`config.mk`:
```
export PLATFORM = sky130hd
export DESIGN_NAME = wb_stage
export DESIGN_NICKNAME = d
export VERILOG_FILES = /design/src/rtl/riscv_pkg.sv /design/src/rtl/load_align.sv /design/src/rtl/wb_stage.sv
export SDC_FILE = /design/constraint.sdc
export NUM_CORES = 1
export LEC_CHECK = 0
export ABC_CLOCK_PERIOD_IN_PS = 3900
export CAP_MARGIN = 20
export CELL_PAD_IN_SITES_DETAIL_PLACEMENT = 0
export CELL_PAD_IN_SITES_GLOBAL_PLACEMENT = 1
export CORE_MARGIN = 2
export CORE_UTILIZATION = 35
export CTS_BUF_LIST = sky130_fd_sc_hd__clkbuf_4
export DETAILED_ROUTE_END_ITERATION = 6
export MAX_ROUTING_LAYER = met4
export PLACE_DENSITY_LB_ADDON = 0.25
export SLEW_MARGIN = 40
export SYNTH_ARGS = -nofsm -noshare
export SYNTH_HDL_FRONTEND = slang
export SYNTH_SLANG_ARGS = --single-unit
```
`constraint.sdc`:
```
create_clock -name clk -period 3.9 [get_ports clk]
set_input_delay 0.975 -clock clk [delete_from_list [all_inputs] [get_ports clk]]
set_output_delay 0.975 -clock clk [all_outputs]
set_load 0.01 [all_outputs]
```
`src/rtl/riscv_pkg.sv`:
```
// Shared RV32I definitions for the writeback stage: load/writeback select codes,
// the writeback FSM state type and the writeback source mux helper.
package riscv_pkg;

    localparam int XLEN = 32;

    localparam logic [2:0] LD_LB   = 3'h0;
    localparam logic [2:0] LD_LH   = 3'h1;
    localparam logic [2:0] LD_LW   = 3'h2;
    localparam logic [2:0] LD_LBU  = 3'h3;
    localparam logic [2:0] LD_LHU  = 3'h4;
    localparam logic [2:0] LD_NONE = 3'h7;

    localparam logic [1:0] WB_MEM = 2'h0;
    localparam logic [1:0] WB_ALU = 2'h1;
    localparam logic [1:0] WB_PC4 = 2'h2;

    typedef enum logic {
        IDLE,
        WAIT_MEM
    } wb_state_t;

    // Non-memory writeback source; reserved code 3 falls back to the ALU result.
    function automatic logic [XLEN-1:0] wb_select(input logic [1:0]      sel,
                                                  input logic [XLEN-1:0] alu,
                                                  input logic [XLEN-1:0] pc);
        return (sel == WB_PC4) ? pc + 32'd4 : alu;
    endfunction

endpackage

```
`src/rtl/load_align.sv`:
```
// Load data alignment: picks the addressed byte/halfword out of the word-aligned
// memory response and sign- or zero-extends it according to the load type.
module load_align
    import riscv_pkg::*;
(
    input  logic [XLEN-1:0] rsp_data,
    input  logic [1:0]      offset,
    input  logic [2:0]      ld_sel,
    output logic [XLEN-1:0] ld_val
);

    logic [7:0]  byte_v;
    logic [15:0] half_v;

    always_comb begin
        case (offset)
            2'd0:    byte_v = rsp_data[7:0];
            2'd1:    byte_v = rsp_data[15:8];
            2'd2:    byte_v = rsp_data[23:16];
            default: byte_v = rsp_data[31:24];
        endcase
        // Halfword ignores offset[0]; misaligned halves are not trapped.
        half_v = offset[1] ? rsp_data[31:16] : rsp_data[15:0];

        case (ld_sel)
            LD_LB:   ld_val = {{24{byte_v[7]}}, byte_v};
            LD_LH:   ld_val = {{16{half_v[15]}}, half_v};
            LD_LBU:  ld_val = {24'h0, byte_v};
            LD_LHU:  ld_val = {16'h0, half_v};
            default: ld_val = rsp_data;
        endcase
    end

endmodule

```
`src/rtl/wb_stage.sv`:
```
// RV32I writeback stage: selects the write source, stalls while a load response is
// outstanding and drives the register-file write port. Bypass outputs: WB_BYPASS_EN.
module wb_stage
    import riscv_pkg::*;
(
    input  logic            clk,
    input  logic            rst_n,
    input  logic            in_valid,
    output logic            in_ready,
    input  logic [XLEN-1:0] pc,
    input  logic [XLEN-1:0] alu,
    input  logic [2:0]      LDSel,
    input  logic [1:0]      WBSel,
    input  logic            RegWen,
    input  logic [31:0]     inst,
    input  logic            rsp_valid,
    input  logic [XLEN-1:0] rsp_data,
    output logic            rf_we,
    output logic [4:0]      rf_waddr,
    output logic [XLEN-1:0] rf_wdata,
    output logic            byp_valid,
    output logic [4:0]      byp_addr,
    output logic [XLEN-1:0] byp_data
);

    wb_state_t       state_q, state_d;
    logic [4:0]      rd_q, rd_d;
    logic            regwen_q, regwen_d;
    logic [1:0]      off_q, off_d;
    logic [2:0]      ldsel_q, ldsel_d;
    logic            mem_src_q, mem_src_d;
    logic [XLEN-1:0] alt_q, alt_d;
    logic            pend_vld_q, pend_vld_d;
    logic [4:0]      pend_addr_q, pend_addr_d;
    logic [XLEN-1:0] pend_data_q, pend_data_d;
    logic            rf_we_q, rf_we_d;
    logic [4:0]      rf_waddr_q, rf_waddr_d;
    logic [XLEN-1:0] rf_wdata_q, rf_wdata_d;

    logic [XLEN-1:0] ld_val;
    logic            accept, is_load, complete, new_we, done_we;
    logic [XLEN-1:0] new_data, done_data;
    logic            unused_inst;

    assign unused_inst = ^{inst[31:12], inst[6:0]};

    load_align u_load_align (
        .rsp_data (rsp_data),
        .offset   (off_q),
        .ld_sel   (ldsel_q),
        .ld_val   (ld_val)
    );

    always_comb begin
        in_ready  = (state_q == IDLE) || rsp_valid;
        accept    = in_valid && in_ready;
        is_load   = (LDSel != LD_NONE);
        complete  = (state_q == WAIT_MEM) && rsp_valid;
        new_we    = accept && !is_load && RegWen && (inst[11:7] != 5'd0);
        new_data  = wb_select(WBSel, alu, pc);
        done_we   = complete && regwen_q && (rd_q != 5'd0);
        done_data = mem_src_q ? ld_val : alt_q;

        state_d     = state_q;
        rd_d        = rd_q;
        regwen_d    = regwen_q;
        off_d       = off_q;
        ldsel_d     = ldsel_q;
        mem_src_d   = mem_src_q;
        alt_d       = alt_q;
        pend_vld_d  = 1'b0;
        pend_addr_d = pend_addr_q;
        pend_data_d = pend_data_q;
        rf_we_d     = 1'b0;
        rf_waddr_d  = rf_waddr_q;
        rf_wdata_d  = rf_wdata_q;

        if (accept && is_load) begin
            state_d   = WAIT_MEM;
            rd_d      = inst[11:7];
            regwen_d  = RegWen;
            off_d     = alu[1:0];
            ldsel_d   = LDSel;
            mem_src_d = (WBSel == WB_MEM);
            alt_d     = wb_select(WBSel, alu, pc);
        end else if (complete) begin
            state_d = IDLE;
        end

        // One write port: older results go first, a displaced non-load waits one cycle.
        if (done_we) begin
            rf_we_d    = 1'b1;
            rf_waddr_d = rd_q;
            rf_wdata_d = done_data;
        end else if (pend_vld_q) begin
            rf_we_d    = 1'b1;
            rf_waddr_d = pend_addr_q;
            rf_wdata_d = pend_data_q;
        end else if (new_we) begin
            rf_we_d    = 1'b1;
            rf_waddr_d = inst[11:7];
            rf_wdata_d = new_data;
        end

        if (new_we && (done_we || pend_vld_q)) begin
            pend_vld_d  = 1'b1;
            pend_addr_d = inst[11:7];
            pend_data_d = new_data;
        end
    end

    always_ff @(posedge clk or negedge rst_n) begin
        if (!rst_n) begin
            state_q     <= IDLE;
            rd_q        <= '0;
            regwen_q    <= 1'b0;
            off_q       <= '0;
            ldsel_q     <= LD_NONE;
            mem_src_q   <= 1'b0;
            alt_q       <= '0;
            pend_vld_q  <= 1'b0;
            pend_addr_q <= '0;
            pend_data_q <= '0;
            rf_we_q     <= 1'b0;
            rf_waddr_q  <= '0;
            rf_wdata_q  <= '0;
        end else begin
            state_q     <= state_d;
            rd_q        <= rd_d;
            regwen_q    <= regwen_d;
            off_q       <= off_d;
            ldsel_q     <= ldsel_d;
            mem_src_q   <= mem_src_d;
            alt_q       <= alt_d;
            pend_vld_q  <= pend_vld_d;
            pend_addr_q <= pend_addr_d;
            pend_data_q <= pend_data_d;
            rf_we_q     <= rf_we_d;
            rf_waddr_q  <= rf_waddr_d;
            rf_wdata_q  <= rf_wdata_d;
        end
    end

    assign rf_we    = rf_we_q;
    assign rf_waddr = rf_waddr_q;
    assign rf_wdata = rf_wdata_q;

`ifdef WB_BYPASS_EN
    assign byp_valid = rf_we_q;
    assign byp_addr  = rf_waddr_q;
    assign byp_data  = rf_wdata_q;
`else
    assign byp_valid = 1'b0;
    assign byp_addr  = '0;
    assign byp_data  = '0;
`endif

endmodule

```
==> impl_results.md, run 1 <==
* PortBufs at 149
* Synth unique cells at between 60 and 70
* Delay-heaviest family, CP: buffers and inverters
* Remaining DRCs at 0
* Final Hold Vio Count at 0
* Fmax at 312.0 MHz
* Total grt overflow at 0
* Fraction of final layout cells sized beyond drive strength 1 at under 10%
* Critical path depth in cells at 3
* First-pass GRT wire length at 36880 um
* WP buf/inv at 2
* Die X at roughly 150 um
* # rows at 52
* WP data arrival at around 2.2 ns
* Critical Path Most Common Cell: clkdlybuf4s50_1
* Status: finished, final reports clean
* Die area at 21900 um^2
* Vias in the first global route at 6315
* Synth async-reset ratio at 100.0%
* Minimum clock period at 3.205 ns
* Slew Limit Fails at 0
* Pleak at 3.842 nW
* # IOs at 215
* Worst EP required at 2.92 ns
* Worst slew pin tran at 0.7902 ns
* Slowest stage delay, CP at 0.55 ns
* CTS tree: built
* Final net count at 1114
* CTS Buf Count at 17
* Vias at 6715
* CP max stage cell: clkdlybuf4s50_1
* Antenna violations before repair at 1
* Max FO, Critical Path at 3
* Fill count at just over 2000
* Post-synth EDFFs at 0
* Post-Route WL at 24180 um
* Sequential area share after synthesis at 41.79%
* H-tree depth at 4
* Clock Skews at approximately 0.019 ns
* Clk sinks at 121
* Top_reg_cell synth: dfrtp_1
* Antenna-violating nets left at 0
* Core area at 20300 um^2
* Critical Path End Type: output pin
* Max_cap viols at 0
* Clock slew at reported path FFs at approximately 0.12 ns
* Reg2Reg Depth at 5
* GRT Overall Usage at about 23%
* HPWL Detailed at 17790 um
* Hold-fix buffers at CTS at 0
* Drt first pass iters at 5
* CP Class: in2out
* Synth Cell Area at 7254 um^2
* Routed wire length per instance at 19.20 um
* 1st-iter DRT viols at 425
* Routability congestion estimate at between 0.8 and 0.9
* Post-CTS setup buffer count at 0
* Via/cell ratio at 5.334
* Mapped Cells at 841
* RSZ-0062 raised after global routing: no
* Clk buf depth at 2
* Worst Setup SP: rsp_valid
* Area grow syn2layout at 28.42%
* Synthesized flop and latch total at 121
* Final setup viols at 0
* Slew headroom at 47.26%
* Mapped Avg Cell Area at roughly 8.6 um^2
* Utilization after layout at 45.90%
* Starting Density at 35.74%
* PwrDens at 471.9 nW/um^2
* Cells resized by post-CTS repair at 0
* Largest net degree at the start of global routing at 72
* Synth warn at 0
* Max rail drop VDD at 0.0001889 V
* Setup crit start kind: primary input
* Crit share post-route at 82.18%
* Setup tns final at 0 ns
* Clk_lat worst skew at between 0.5 and 0.6 ns
* DIE HEIGHT at 148.0 um
* Hold Path Class: in2async
* FF-to-FF Start: rd_q[2]
* CP Cell Sequence: clkdlybuf4s50_1 -> nand2b_1 -> clkdlybuf4s50_1
* Root buffer cell: clkbuf_4
[synthesized netlist by cell type, types with 5 or more instances]
cell type | number | area share, %
nand2_1 | 149 | 7.7
dfrtp_1 | 118 | 41
o21ai_0 | 103 | 7.1
a21oi_1 | 51 | 3.5
buf_4 | 43 | 4.4
nor2_1 | 39 | 2.0
clkbuf_1 | 32 | 1.7
mux2i_1 | 30 | 4.1
o31ai_1 | 17 | 1.8
xnor2_1 | 15 | 1.8
nand3_1 | 14 | 0.97
nand4_1 | 12 | 1.0
nor3_1 | 12 | 0.83
buf_2 | 11 | 0.76
xor2_1 | 11 | 1.3
a221o_1 | 10 | 1.4
and3_1 | 10 | 0.86
mux2_2 | 9 | 1.4
or3_1 | 9 | 0.78
a211oi_1 | 8 | 0.83
buf_1 | 7 | 0.36
inv_1 | 7 | 0.36
nand2b_1 | 7 | 0.60
nor2b_1 | 7 | 0.60
o221ai_1 | 7 | 0.85
o22ai_1 | 7 | 0.60
a221oi_1 | 6 | 0.72
a2bb2oi_1 | 6 | 0.72
and2_1 | 6 | 0.52
nor4_1 | 6 | 0.52
o211ai_1 | 5 | 0.52
o21a_1 | 5 | 0.52
o21ai_1 | 5 | 0.34
[worst paths after layout]
path / end / slack [ns]
min in group clk: alt_q[27] / 0.49
setup reg to reg: pend_data_q[2] / 1.36
setup / recovery: in_ready / 0.70
hold / removal: rf_waddr[4] / 0.43
hold reg to reg: alt_q[27] / 0.49
max in group asynchronous: alt_q[14] / 2.62
[cell type report]
type | instances | area [um^2] | share of cell area, %
Timing Repair Buffer | 172 | 1687 | 18.10
Antenna cell | 1 | 2.502 | 0.02686
Multi-Input combinational cell | 654 | 3821 | 41.02
Inverter | 9 | 33.78 | 0.3626
Clock inverter | 15 | 274.0 | 2.941
Tap cell | 270 | 337.8 | 3.626
Clock buffer | 17 | 127.6 | 1.370
Sequential cell | 121 | 3033 | 32.55
[layer usage]
metal / vias to the layer above / wire, um / GRT usage, %
li1: 3243 / - / -
met1: 3170 / 11480 / 32.75
met2: 274 / 10560 / 33.03
met3: 28 / 1734 / 4.630
met4: 0 / 400 / 6.238
met5: - / 0 / -
[per-stage QoR]
step / hold slack [ns] / std cells / instance area, um^2 / power, W / worst slack (ns)
CTS: 0.4334 / 1258 / 9306 / 0.004429 / 0.6848
global placement: 0.4566 / 1226 / 8902 / 0.003188 / 0.2875
detailed placement: 0.4617 / 1226 / 8905 / 0.003196 / 0.3419
global route: 0.4270 / 1259 / 9316 / 0.004647 / 0.6617
floorplan: 0.4432 / 878 / 7393 / 0.002444 / 1.230
finish: 0.4321 / 1259 / 9316 / 0.004396 / 0.6950
[flip-flops by register name, summed over array words and instances (netlist names)]
signal,flops
state_q,1
rd_q,5
pend_data_q,32
rf_waddr,5
rf_wdata,32
ldsel_q,3
alt_q,32
rf_we,1
pend_vld_q,1
mem_src_q,1
regwen_q,1
off_q,2
pend_addr_q,5
[placed cells by master (no fill, tap or decap), drive strengths merged, types with 10 or more instances in the layout]
cell,n
a21oi,51
a221o,10
and3,10
buf,24
clkbuf,17
clkdlybuf4s50,148
conb,38
dfrtp,118
mux2i,30
nand2,149
nand3,14
nand4,12
nor2,40
nor3,12
o21ai,108
o31ai,17
xnor2,15
xor2,11
[report_power, final]
part           total (W)  internal, W  switching, W  leakage (nW)
sequential       0.00177      0.00154      0.000224          1.53
combinational    0.00141     0.000727      0.000680          2.12
clock            0.00122     0.000702      0.000520         0.190
total            0.00440      0.00297       0.00142          3.84
[logic make-up after synthesis]
family	Yosys count	synth area share, %
and+or+nand+nor	279	17.35
AOI/OAI and AO/OA	270	23.80
other	1	0.05169
adders and majority gates	1	0.1724
DFF	121	41.79
xor gates and xnor gates	26	3.139
muxes	40	5.847
buffers and inverters	103	7.848
(Power assumes the default switching activity.)
==> run 2, diff against run 1 <==
--- a/config.mk
+++ b/config.mk
@@ -5,7 +5,7 @@
 export SDC_FILE = /design/constraint.sdc
 export NUM_CORES = 1
 export LEC_CHECK = 0
-export ABC_CLOCK_PERIOD_IN_PS = 3900
+export ABC_CLOCK_PERIOD_IN_PS = 3200
 export CAP_MARGIN = 20
 export CELL_PAD_IN_SITES_DETAIL_PLACEMENT = 0
 export CELL_PAD_IN_SITES_GLOBAL_PLACEMENT = 1
==> constraint.sdc (replaced) <==
create_clock -name clk -period 3.2 [get_ports clk]
set_input_delay 0.8 -clock clk [delete_from_list [all_inputs] [get_ports clk]]
set_output_delay 0.8 -clock clk [all_outputs]
set_load 0.01 [all_outputs]
==> run 2 against run 1 <==
Effect of this change: total power is 17% higher; worst setup slack worse by 0.28 ns; clock power hardly changed; sequential power is 23% higher; utilization is 0.73 points higher; combinational power is 24% higher; largest power group unchanged.
==> impl_results.md, run 2 (synthesized netlist as in run 1, its figures left out) <==
* Hold-fix buffers at CTS at 0
* CP Class: in2out
* Root buffer cell: clkbuf_4
* PwrDens at 543.1 nW/um^2
* PortBufs at roughly 150
* Clk_lat worst skew at 0.55 ns
* Vias at 6788
* Max_cap viols at 0
* HPWL Detailed at 18270 um
* Routability congestion estimate at 0.9068
* Utilization after layout at between 40% and 50%
* Commonest non-fill, non-tap cell in the layout: nand2_1
* Antenna violations before repair at 1
* 1st-iter DRT viols at 457
* Largest net degree at the start of global routing at 54
* Hold Path Class: in2async
* Pleak at approximately 4 nW
* Clock Skews at 0.01493 ns
* Met3 Resource Use GR at 5.093%
* Fraction of final layout cells sized beyond drive strength 1 at 10.36%
* M2 GR Usage at 33.91%
* # IOs at 215
* Reg2Reg Depth at 6
* Switching part of the total at 33.57%
* Core area at 20300 um^2
* Worst r2r dst: rf_wdata[21]
* Clock power frac at 23.9%
* Clk buf depth at 2
* Global route hottest layer: met2
* # rows at 52
* Seq pwr share at between 40% and 50%
* Slew Limit Fails at 0
* Post-Route WL at ~25000 um
* Starting Density at 35.74%
* Status: finished, final reports clean
* Worst hold margin at 0.1161 ns
* Area grow syn2layout at 30.48%
* Routed wire length per instance at 19.21 um
* RSZ-0062 raised after global routing: no
* Via/cell ratio at 5.282
* Grt met1 use at 33.09%
* H-tree depth at 4
* Clock slew at reported path FFs at 0.12 ns
* R2r setup slk at 0.65 ns
* WP data arrival at 1.99 ns
* Placed instance count at 1252
* Sw Pwr at 0.001726 W
* Critical Path End Type: output pin
* Final std cells w/o fill at 1285
* Max rail drop VDD at slightly above 0.0002 V
* Drt first pass iters at 5
* Worst Setup SP: rsp_valid
* Vias in the first global route at about 6400
* Remaining DRCs at 0
* Die X at 148.0 um
* Worst setup path endpoint: in_ready
* Fmax at around 360 MHz
* Most frequent cells in the layout: nand2_1, clkdlybuf4s50_1, dfrtp_1, o21ai_0, a21oi_1
* Max FO, Critical Path at 3
* CTS Buf Count at 17
* Clk sinks at 121
* Setup crit start kind: primary input
* DIE HEIGHT at between 100 and 150 um
* Minimum clock period at approximately 2.8 ns
* Antenna-violating nets left at 0
* Crit share post-route at 87.13%
* Final Hold Vio Count at 0
* P_int at 0.003415 W
* Setup tns final at 0 ns
* Final setup viols at 0
* Die area at 21900 um^2
* Total grt overflow at 0
* Comb power frac at 34.0%
* First-pass GRT wire length at 37500 um
* Worst EP required at 2.40 ns
* CTS tree: built
* GRT Overall Usage at 23.40%
* Final net count at between 1000 and 1500
* Worst slew pin tran at 0.6153 ns
* Slew headroom at 57.81%
* Cells resized by post-CTS repair at 0
* Fill count at approximately 2100
* FF-to-FF Start: off_q[1]
* Post-CTS setup buffer count at 0
run 2: worst min path at each step:
stage / depth (start not counted) / end / slack, ns
2_1_floorplan: 2 / alt_q[17] / 0.44
3_3_place_gp: 2 / pend_data_q[4] / 0.46
3_5_place_dp: 2 / alt_q[27] / 0.46
4_1_cts: 1 / rf_waddr[4] / 0.09
5_1_grt: 1 / rf_waddr[4] / 0.09
6_report: 1 / rf_waddr[4] / 0.12
run 2: per-stage QoR:
stage	total power, W	instance area [um^2]	worst slack [ns]
5_1_grt	0.005437	9465	0.3781
6_report	0.005141	9465	0.4117
4_1_cts	0.005174	9463	0.4133
3_3_place_gp	0.003927	9148	0.1031
2_1_floorplan	0.002979	7393	0.7046
3_5_place_dp	0.003947	9148	0.05600
run 2: worst max-delay path: stages:
cell and delay [ns]:
clkdlybuf4s50_1 0.48, nand2b_1 0.16, clkdlybuf4s50_1 0.55
run 2: power groups by stage:
stage / Clock, W / Combinational [W] / Sequential [W]
floorplan: 0 / 0.000794 / 0.00218
global placement: 0 / 0.00173 / 0.00220
detailed placement: 0 / 0.00175 / 0.00220
CTS: 0.00125 / 0.00175 / 0.00217
global route: 0.00132 / 0.00190 / 0.00222
finish: 0.00123 / 0.00175 / 0.00217
run 2: area by class of cell:
| class | instances | area, um^2 | share of cell area, % |
|---|---|---|---|
| inverter | 9 | 33.78 | 0.3569 |
| tap | 270 | 337.8 | 3.569 |
| sequential | 121 | 3033 | 32.04 |
| multi-input combinational | 654 | 3811 | 40.26 |
| timing repair buffer | 198 | 1932 | 20.41 |
| antenna | 1 | 2.502 | 0.02644 |
| clock inverter | 14 | 180.2 | 1.904 |
| clock buffer | 18 | 135.1 | 1.428 |
run 2: layer usage:
layer  wire length, um  part of all wire (%)
met4               360                   1.5
met1             11710                    47
met3              1820                   7.4
met5                 0                     0
met2             10790                    44
